`config.mk`:
```
export PLATFORM = sky130hd
export DESIGN_NAME = ps2_text_display_flat
export DESIGN_NICKNAME = d
export VERILOG_FILES = /design/src/rtl/ps2_text_display_if.sv /design/src/rtl/ps2_text_display.sv /design/src/flat_wrapper.sv
export SDC_FILE = /design/constraint.sdc
export NUM_CORES = 1
export LEC_CHECK = 0
export CAP_MARGIN = 20
export CORE_AREA = 10 10 129 131
export DETAILED_ROUTE_END_ITERATION = 8
export DIE_AREA = 0 0 139 141
export SETUP_SLACK_MARGIN = 0.1
export SYNTH_ARGS = -nofsm -noshare
export SYNTH_HDL_FRONTEND = slang
export SYNTH_SLANG_ARGS = --single-unit
```
`constraint.sdc`:
```
create_clock -name clk -period 4.14 [get_ports clk]
set_input_delay 0.621 -clock clk [delete_from_list [all_inputs] [get_ports clk]]
set_output_delay 0.621 -clock clk [all_outputs]
set_load 0.01 [all_outputs]
```
`src/rtl/ps2_text_display_if.sv`:
```
// PS/2 text display bus: scancode strobe and wrap control in, segment bank and status out.
// Latency: none (wires only).
// Backpressure: none; the receiver side never stalls, every strobe is consumed.
interface ps2_text_display_if #(
  parameter int NUM_DIGITS = 6,
  parameter int CNT_W      = 3
);
  logic [7:0]              scan_code;
  logic                    scan_valid;
  logic                    wrap_en;
  logic [7*NUM_DIGITS-1:0] hex_out;
  logic [CNT_W-1:0]        char_count;
  logic                    full;
  logic                    key_event;

  // Receiver side: drives scancodes and wrap mode, observes the display
  modport master (
    output scan_code, scan_valid, wrap_en,
    input  hex_out, char_count, full, key_event
  );

  // Display side: consumes scancodes, drives segments and status
  modport slave (
    input  scan_code, scan_valid, wrap_en,
    output hex_out, char_count, full, key_event
  );
endinterface

```
`src/rtl/ps2_text_display.sv`:
```
// Editable multi-digit text buffer fed by raw PS/2 scancodes, driving active-low seven-segment digits.
// Latency: 1 cycle from scan_valid strobe to buffer update and key_event pulse.
// Backpressure: none; one byte per strobe, back-to-back strobes processed in order.
module ps2_text_display #(
  parameter int NUM_DIGITS = 6,
  parameter int CNT_W      = 3
) (
  input  logic              clk,
  input  logic              reset,
  ps2_text_display_if.slave bus
);

  localparam int                HW      = 7 * NUM_DIGITS;
  localparam logic [6:0]        BLANK   = 7'h7F;
  localparam logic [CNT_W-1:0]  MAX_CNT = CNT_W'(NUM_DIGITS);
  localparam logic [7:0]        SC_BRK  = 8'hF0;
  localparam logic [7:0]        SC_EXT  = 8'hE0;
  localparam logic [7:0]        SC_BS   = 8'h66;
  localparam logic [7:0]        SC_ESC  = 8'h76;

  typedef enum logic [1:0] {IDLE, BREAK, EXT, EXT_BREAK} state_t;

  state_t           state;
  logic [HW-1:0]    hex_q;
  logic [HW-1:0]    hex_nxt;
  logic [CNT_W-1:0] cnt_q;
  logic [CNT_W-1:0] cnt_nxt;
  logic             key_q;
  logic             is_char;
  logic [6:0]       pat;

  // Translate a make code into its segment pattern (space is a blank character)
  always_comb begin
    is_char = 1'b1;
    pat     = BLANK;
    case (bus.scan_code)
      8'h1C: pat = 7'b0001000;
      8'h32: pat = 7'b0000011;
      8'h21: pat = 7'b1000110;
      8'h23: pat = 7'b0100001;
      8'h24: pat = 7'b0000110;
      8'h2B: pat = 7'b0001110;
      8'h34: pat = 7'b1000010;
      8'h33: pat = 7'b0001001;
      8'h43: pat = 7'b1001111;
      8'h3B: pat = 7'b1100001;
      8'h42: pat = 7'b0001011;
      8'h4B: pat = 7'b1000111;
      8'h3A: pat = 7'b0010101;
      8'h31: pat = 7'b1101010;
      8'h44: pat = 7'b1100010;
      8'h4D: pat = 7'b0011000;
      8'h15: pat = 7'b0001100;
      8'h2D: pat = 7'b1111010;
      8'h1B: pat = 7'b0100100;
      8'h2C: pat = 7'b1110000;
      8'h3C: pat = 7'b1000001;
      8'h2A: pat = 7'b1010101;
      8'h1D: pat = 7'b1000000;
      8'h22: pat = 7'b0110110;
      8'h35: pat = 7'b1000100;
      8'h1A: pat = 7'b0010010;
      8'h16: pat = 7'b1111001;
      8'h1E: pat = 7'b0100100;
      8'h26: pat = 7'b0110000;
      8'h25: pat = 7'b0011001;
      8'h2E: pat = 7'b0010010;
      8'h36: pat = 7'b0000010;
      8'h3D: pat = 7'b1111000;
      8'h3E: pat = 7'b0000000;
      8'h46: pat = 7'b0010000;
      8'h45: pat = 7'b1000000;
      8'h29: pat = BLANK;
      default: is_char = 1'b0;
    endcase
  end

  // Next buffer contents; only plain make codes seen in IDLE can edit the buffer
  always_comb begin
    hex_nxt = hex_q;
    cnt_nxt = cnt_q;
    if (bus.scan_valid && state == IDLE) begin
      if (bus.scan_code == SC_BS) begin
        if (cnt_q != '0) begin
          hex_nxt = {BLANK, hex_q[HW-1:7]};
          cnt_nxt = cnt_q - CNT_W'(1);
        end
      end else if (bus.scan_code == SC_ESC) begin
        if (cnt_q != '0) begin
          hex_nxt = {NUM_DIGITS{BLANK}};
          cnt_nxt = '0;
        end
      end else if (is_char) begin
        if (cnt_q != MAX_CNT) begin
          hex_nxt = {hex_q[HW-8:0], pat};
          cnt_nxt = cnt_q + CNT_W'(1);
        end else if (bus.wrap_en) begin
          hex_nxt = {hex_q[HW-8:0], pat};
        end
      end
    end
  end

  // Prefix FSM plus registered buffer; key_event flags any visible change
  // (a wrap that shifts identical patterns produces no event)
  always_ff @(posedge clk) begin
    if (reset) begin
      state <= IDLE;
      hex_q <= {NUM_DIGITS{BLANK}};
      cnt_q <= '0;
      key_q <= 1'b0;
    end else begin
      hex_q <= hex_nxt;
      cnt_q <= cnt_nxt;
      key_q <= (hex_nxt != hex_q) || (cnt_nxt != cnt_q);
      if (bus.scan_valid) begin
        case (state)
          IDLE: begin
            if (bus.scan_code == SC_BRK)      state <= BREAK;
            else if (bus.scan_code == SC_EXT) state <= EXT;
            else                              state <= IDLE;
          end
          EXT: begin
            if (bus.scan_code == SC_BRK) state <= EXT_BREAK;
            else                         state <= IDLE;
          end
          BREAK:     state <= IDLE;
          EXT_BREAK: state <= IDLE;
          default:   state <= IDLE;
        endcase
      end
    end
  end

  assign bus.hex_out    = hex_q;
  assign bus.char_count = cnt_q;
  assign bus.full       = (cnt_q == MAX_CNT);
  assign bus.key_event  = key_q;

endmodule

```
`src/flat_wrapper.sv`:
```
// flat-port wrapper written by rule: the top's interface ports become plain ports
module ps2_text_display_flat 
#(
  parameter int NUM_DIGITS = 6,
  parameter int CNT_W      = 3
)
  (clk, reset, bus_scan_code, bus_scan_valid, bus_wrap_en, bus_hex_out, bus_char_count, bus_full, bus_key_event);
  ps2_text_display_if #(.NUM_DIGITS(NUM_DIGITS), .CNT_W(CNT_W)) bus_i ();
  input  logic clk;
  input  logic reset;
  input wire logic [$bits(bus_i.scan_code)-1:0] bus_scan_code;
  input wire logic [$bits(bus_i.scan_valid)-1:0] bus_scan_valid;
  input wire logic [$bits(bus_i.wrap_en)-1:0] bus_wrap_en;
  output wire logic [$bits(bus_i.hex_out)-1:0] bus_hex_out;
  output wire logic [$bits(bus_i.char_count)-1:0] bus_char_count;
  output wire logic [$bits(bus_i.full)-1:0] bus_full;
  output wire logic [$bits(bus_i.key_event)-1:0] bus_key_event;
  assign bus_i.scan_code = bus_scan_code;
  assign bus_i.scan_valid = bus_scan_valid;
  assign bus_i.wrap_en = bus_wrap_en;
  assign bus_hex_out = bus_i.hex_out;
  assign bus_char_count = bus_i.char_count;
  assign bus_full = bus_i.full;
  assign bus_key_event = bus_i.key_event;
  ps2_text_display #(.NUM_DIGITS(NUM_DIGITS), .CNT_W(CNT_W)) u_core (.clk(clk), .reset(reset), .bus(bus_i));
endmodule
```
==> summary.md, run 1 <==
| Metric | Value |
|---|---|
| ANT cells | 0 |
| FF-to-FF setup slack | 0.60 ns |
| Sequential share of power | 35.0% |
| Seq. cell area | 961 sq um |
| I/O pins | 59 |
| Clock share of power | 29.7% |
| Net Count, Synth | 875 |
| Syn Area/Cell | 6.42 sq um |
| Die X | 139 um |
| Cell-internal power | 935 uW |
| Max-cap check violation count | 0 |
| Synthesized area | 5510 sq um |
| HPWL after DPL | 19,400 um |
| Most common flop cell mapped by yosys | dfxtp_1 |
| Synth async-reset ratio | 0% |
| DIE AREA | 19,600 sq um |
| Post-Synth Simple-Gate Area | 32.2% |
| Layout Cells excl Fill | 1,133 |
| Htree depth | 2 |
| Highest clock rate | 0.252 GHz |
| Cells after synthesis | 858 |
| Switching Fraction | 35.9% |
| Least-Margin Pin Slew | 0.651 ns |
| Post-route ant nets | 0 |
| Max transition margin | 55.5% |
| Synth Warn # | 0 |
| Critical Path RT | 4.29 ns |
| Worst-path fanout max | 7 |
| Final wirelength | 26,400 um |
| Drt wl/cell | 23.3 um |
| Largest family of logic cells by synthesized area | compound AO/OA/AOI/OAI gates |
| Initial antenna violation count | 0 |
| Final period utilization | 95.7% |
| CTS max path bufs | 2 |
| Unique masters post-synth | 78 |
| Core area | 14,200 sq um |
| Worst Setup Start Kind | input pin |
| Layout Skew | 0.00517 ns |
| RSZ-0062 raised after global routing | no |
| Vias per cell | 6.49 |
| DIE HEIGHT | 141 um |
| EDFF count, synth | 0 |
| Vias in the first global route | 6,796 |
| Share of layout cells above drive strength 1 | 15.6% |
| Clk_lat worst skew | 0.29 ns |
| Placer Congestion | 0.995 |
| # rows | 44 |
| Total power | 1.46 mW |
| Fin crit period | 3.96 ns |
| Placement Setup Slack | -0.0153 ns |
| Mux cell area share after synthesis | 0.545% |
| Seq/Total Area, Yosys | 17.5% |
| # clock sinks | 48 |
| Syn-to-layout area delta | 27.9% |
| Slew Viols, Final | 0 |
| Fill cells | 1,487 |
| Setup ws final | 0.177 ns |
| Nets | 965 |
| NetSw | 524 uW |
| Initial Utilization | 38.8% |
| Largest net degree at the start of global routing | 50 |
| Leakage | 2.90 nW |
| Final setup TNS | 0 ns |
| TritonCTS Buffers | 5 |
| Synth Area in Compound Gates | 38.8% |
| VDD IR max | 0.000156 V |
| DRC viols | 0 |
| CP Capture Type | register |
| Multi-input logic area | 4080 sq um |
| GRT Residual Overflow | 0 |
| First-pass GRT wire length | 40,600 um |
| CTS tree | done |
| Final hold vios | 0 |
| DRT Pass-1 Iters | 7 |
| Setup-failing EPs final | 0 |
| Setup CP Type | input pin to register |
| Hold Crit Class | register to register |
| CTS Root Cell | clkbuf_16 |
| Placed cells | 1,125 |
| Synthesized flop and latch total | 48 |
| PortBufs | 58 |
| Comb power frac | 35.3% |
| Clk pin slew, worst setup/hold paths | 0.07 ns |
| Post-Synth XOR/XNOR Area | 0.955% |
| Total GRT Usage | 25.3% |
| WP data arrival | 4.11 ns |
| Adder-Cell Fraction of Synth Area | 1.14% |
| Outcome | finished clean |
| 1st-iter DRT viols | 1,017 |
| Vias | 7,351 |
| PD cells | 207 nW/um^2 |
==> synthesized netlist by cell type (11+ instances only) <==
master,n,area share [%]
nand2_1,110,7.5
nor3_1,22,2.0
dfxtp_1,48,17
inv_1,30,2.0
clkbuf_1,60,4.1
buf_1,13,0.89
o22ai_1,29,3.3
nor2_1,79,5.4
a31oi_1,14,1.6
o211ai_1,14,1.9
o21ai_0,86,7.8
a21oi_1,82,7.5
nor3b_1,11,1.5
nor2b_1,30,3.4
nand2b_1,17,1.9
nand3_1,13,1.2
buf_2,12,1.1
==> registers in the layout, summed over array words and instances (netlist names) <==
register               cells
u_core.bus.char_count      3
u_core.bus.hex_out        42
u_core.bus.key_event       1
u_core.state               2
==> what timing repair did <==
item | 4_1_cts | 5_1_grt
setup endpoints to repair | 0 | 1
hold buffers | 0 | 0
gates resized for setup | 0 | 2
setup buffers | 0 | 0
==> logic make-up (layout without fill, tap and decap cells) <==
kind of cell,Yosys count,count (layout)
xor gates and xnor gates,6,6
adders and majority gates,5,5
and+or+nand+nor,347,347
buffers and inverters,121,212
AOI/OAI and AO/OA,328,328
muxes,3,3
DFF,48,48
==> cell usage in the layout (no fill, tap or decap), types with 17 or more instances in the layout <==
cell type,instances
buf_4,110
clkdlybuf4s50_1,57
nor2_1,79
a21oi_1,82
nand2_1,110
nand2b_1,17
inv_1,30
nor2b_1,30
nor3_1,22
o22ai_1,29
o21ai_0,86
dfxtp_1,48
==> metrics by stage <==
step	hold slack (ns)	cell area, sq um	util, %
finish	0.530	7040	49.6
global route	0.557	7040	49.6
CTS	0.532	7030	49.5
detailed placement	0.522	6870	48.4
global placement	0.509	6870	48.4
floorplan	0.466	5510	-
==> power groups by stage <==
stage	Sequential, mW	Combinational (mW)	Clock, mW
finish	0.511	0.514	0.434
global route	0.512	0.550	0.461
CTS	0.509	0.501	0.444
detailed placement	0.519	0.498	0
global placement	0.520	0.501	0
floorplan	0.507	0.293	0
==> cell type report <==
cell class / instances / area share (%)
inverter: 31 / 1.65
timing repair buffer: 173 / 21.3
tap: 184 / 3.27
sequential: 48 / 13.6
clock buffer: 6 / 1.97
clock inverter: 2 / 0.213
multi-input combinational: 689 / 57.9
==> path summary, 6_finish.rpt <==
kind,from,endpoint,depth (start not counted)
hold / removal,u_core.state[0]$_SDFFE_PP0P_,u_core.state[0]$_SDFFE_PP0P_,2
setup reg to reg,u_core.bus.char_count[0]$_SDFF_PP0_,u_core.bus.key_event$_SDFF_PP0_,13
setup / recovery,bus_scan_code[6],u_core.bus.key_event$_SDFF_PP0_,13
hold reg to reg,u_core.state[0]$_SDFFE_PP0P_,u_core.state[0]$_SDFFE_PP0P_,2
==> routing by layer <==
layer  wire, um  GRT usage [%]  vias up
li1           -              -     3341
met1      11900           36.8     3465
met2      10900           36.1      484
met3       3010           5.68       61
met4        647           6.81        0
met5          0              0        -
==> worst max-delay path, stage by stage <==
cell and delay [ns]:
clkdlybuf4s50_1 0.52, buf_4 0.21, nor4b_2 0.53, nand3_1 0.21
o21a_1 0.17, buf_4 0.14, o211ai_2 0.11, o31ai_4 0.12
o21ai_0 0.37, o32ai_1 0.12, or4_1 0.53, o31ai_1 0.30
a41oi_1 0.14
Power figures use the tool's default switching activity.
==> run 2, diff against run 1 <==
- CAP_MARGIN: 20 -> unset
==> results of run 2 <==
Final layout, timing and power as in run 1 (identical DEF).
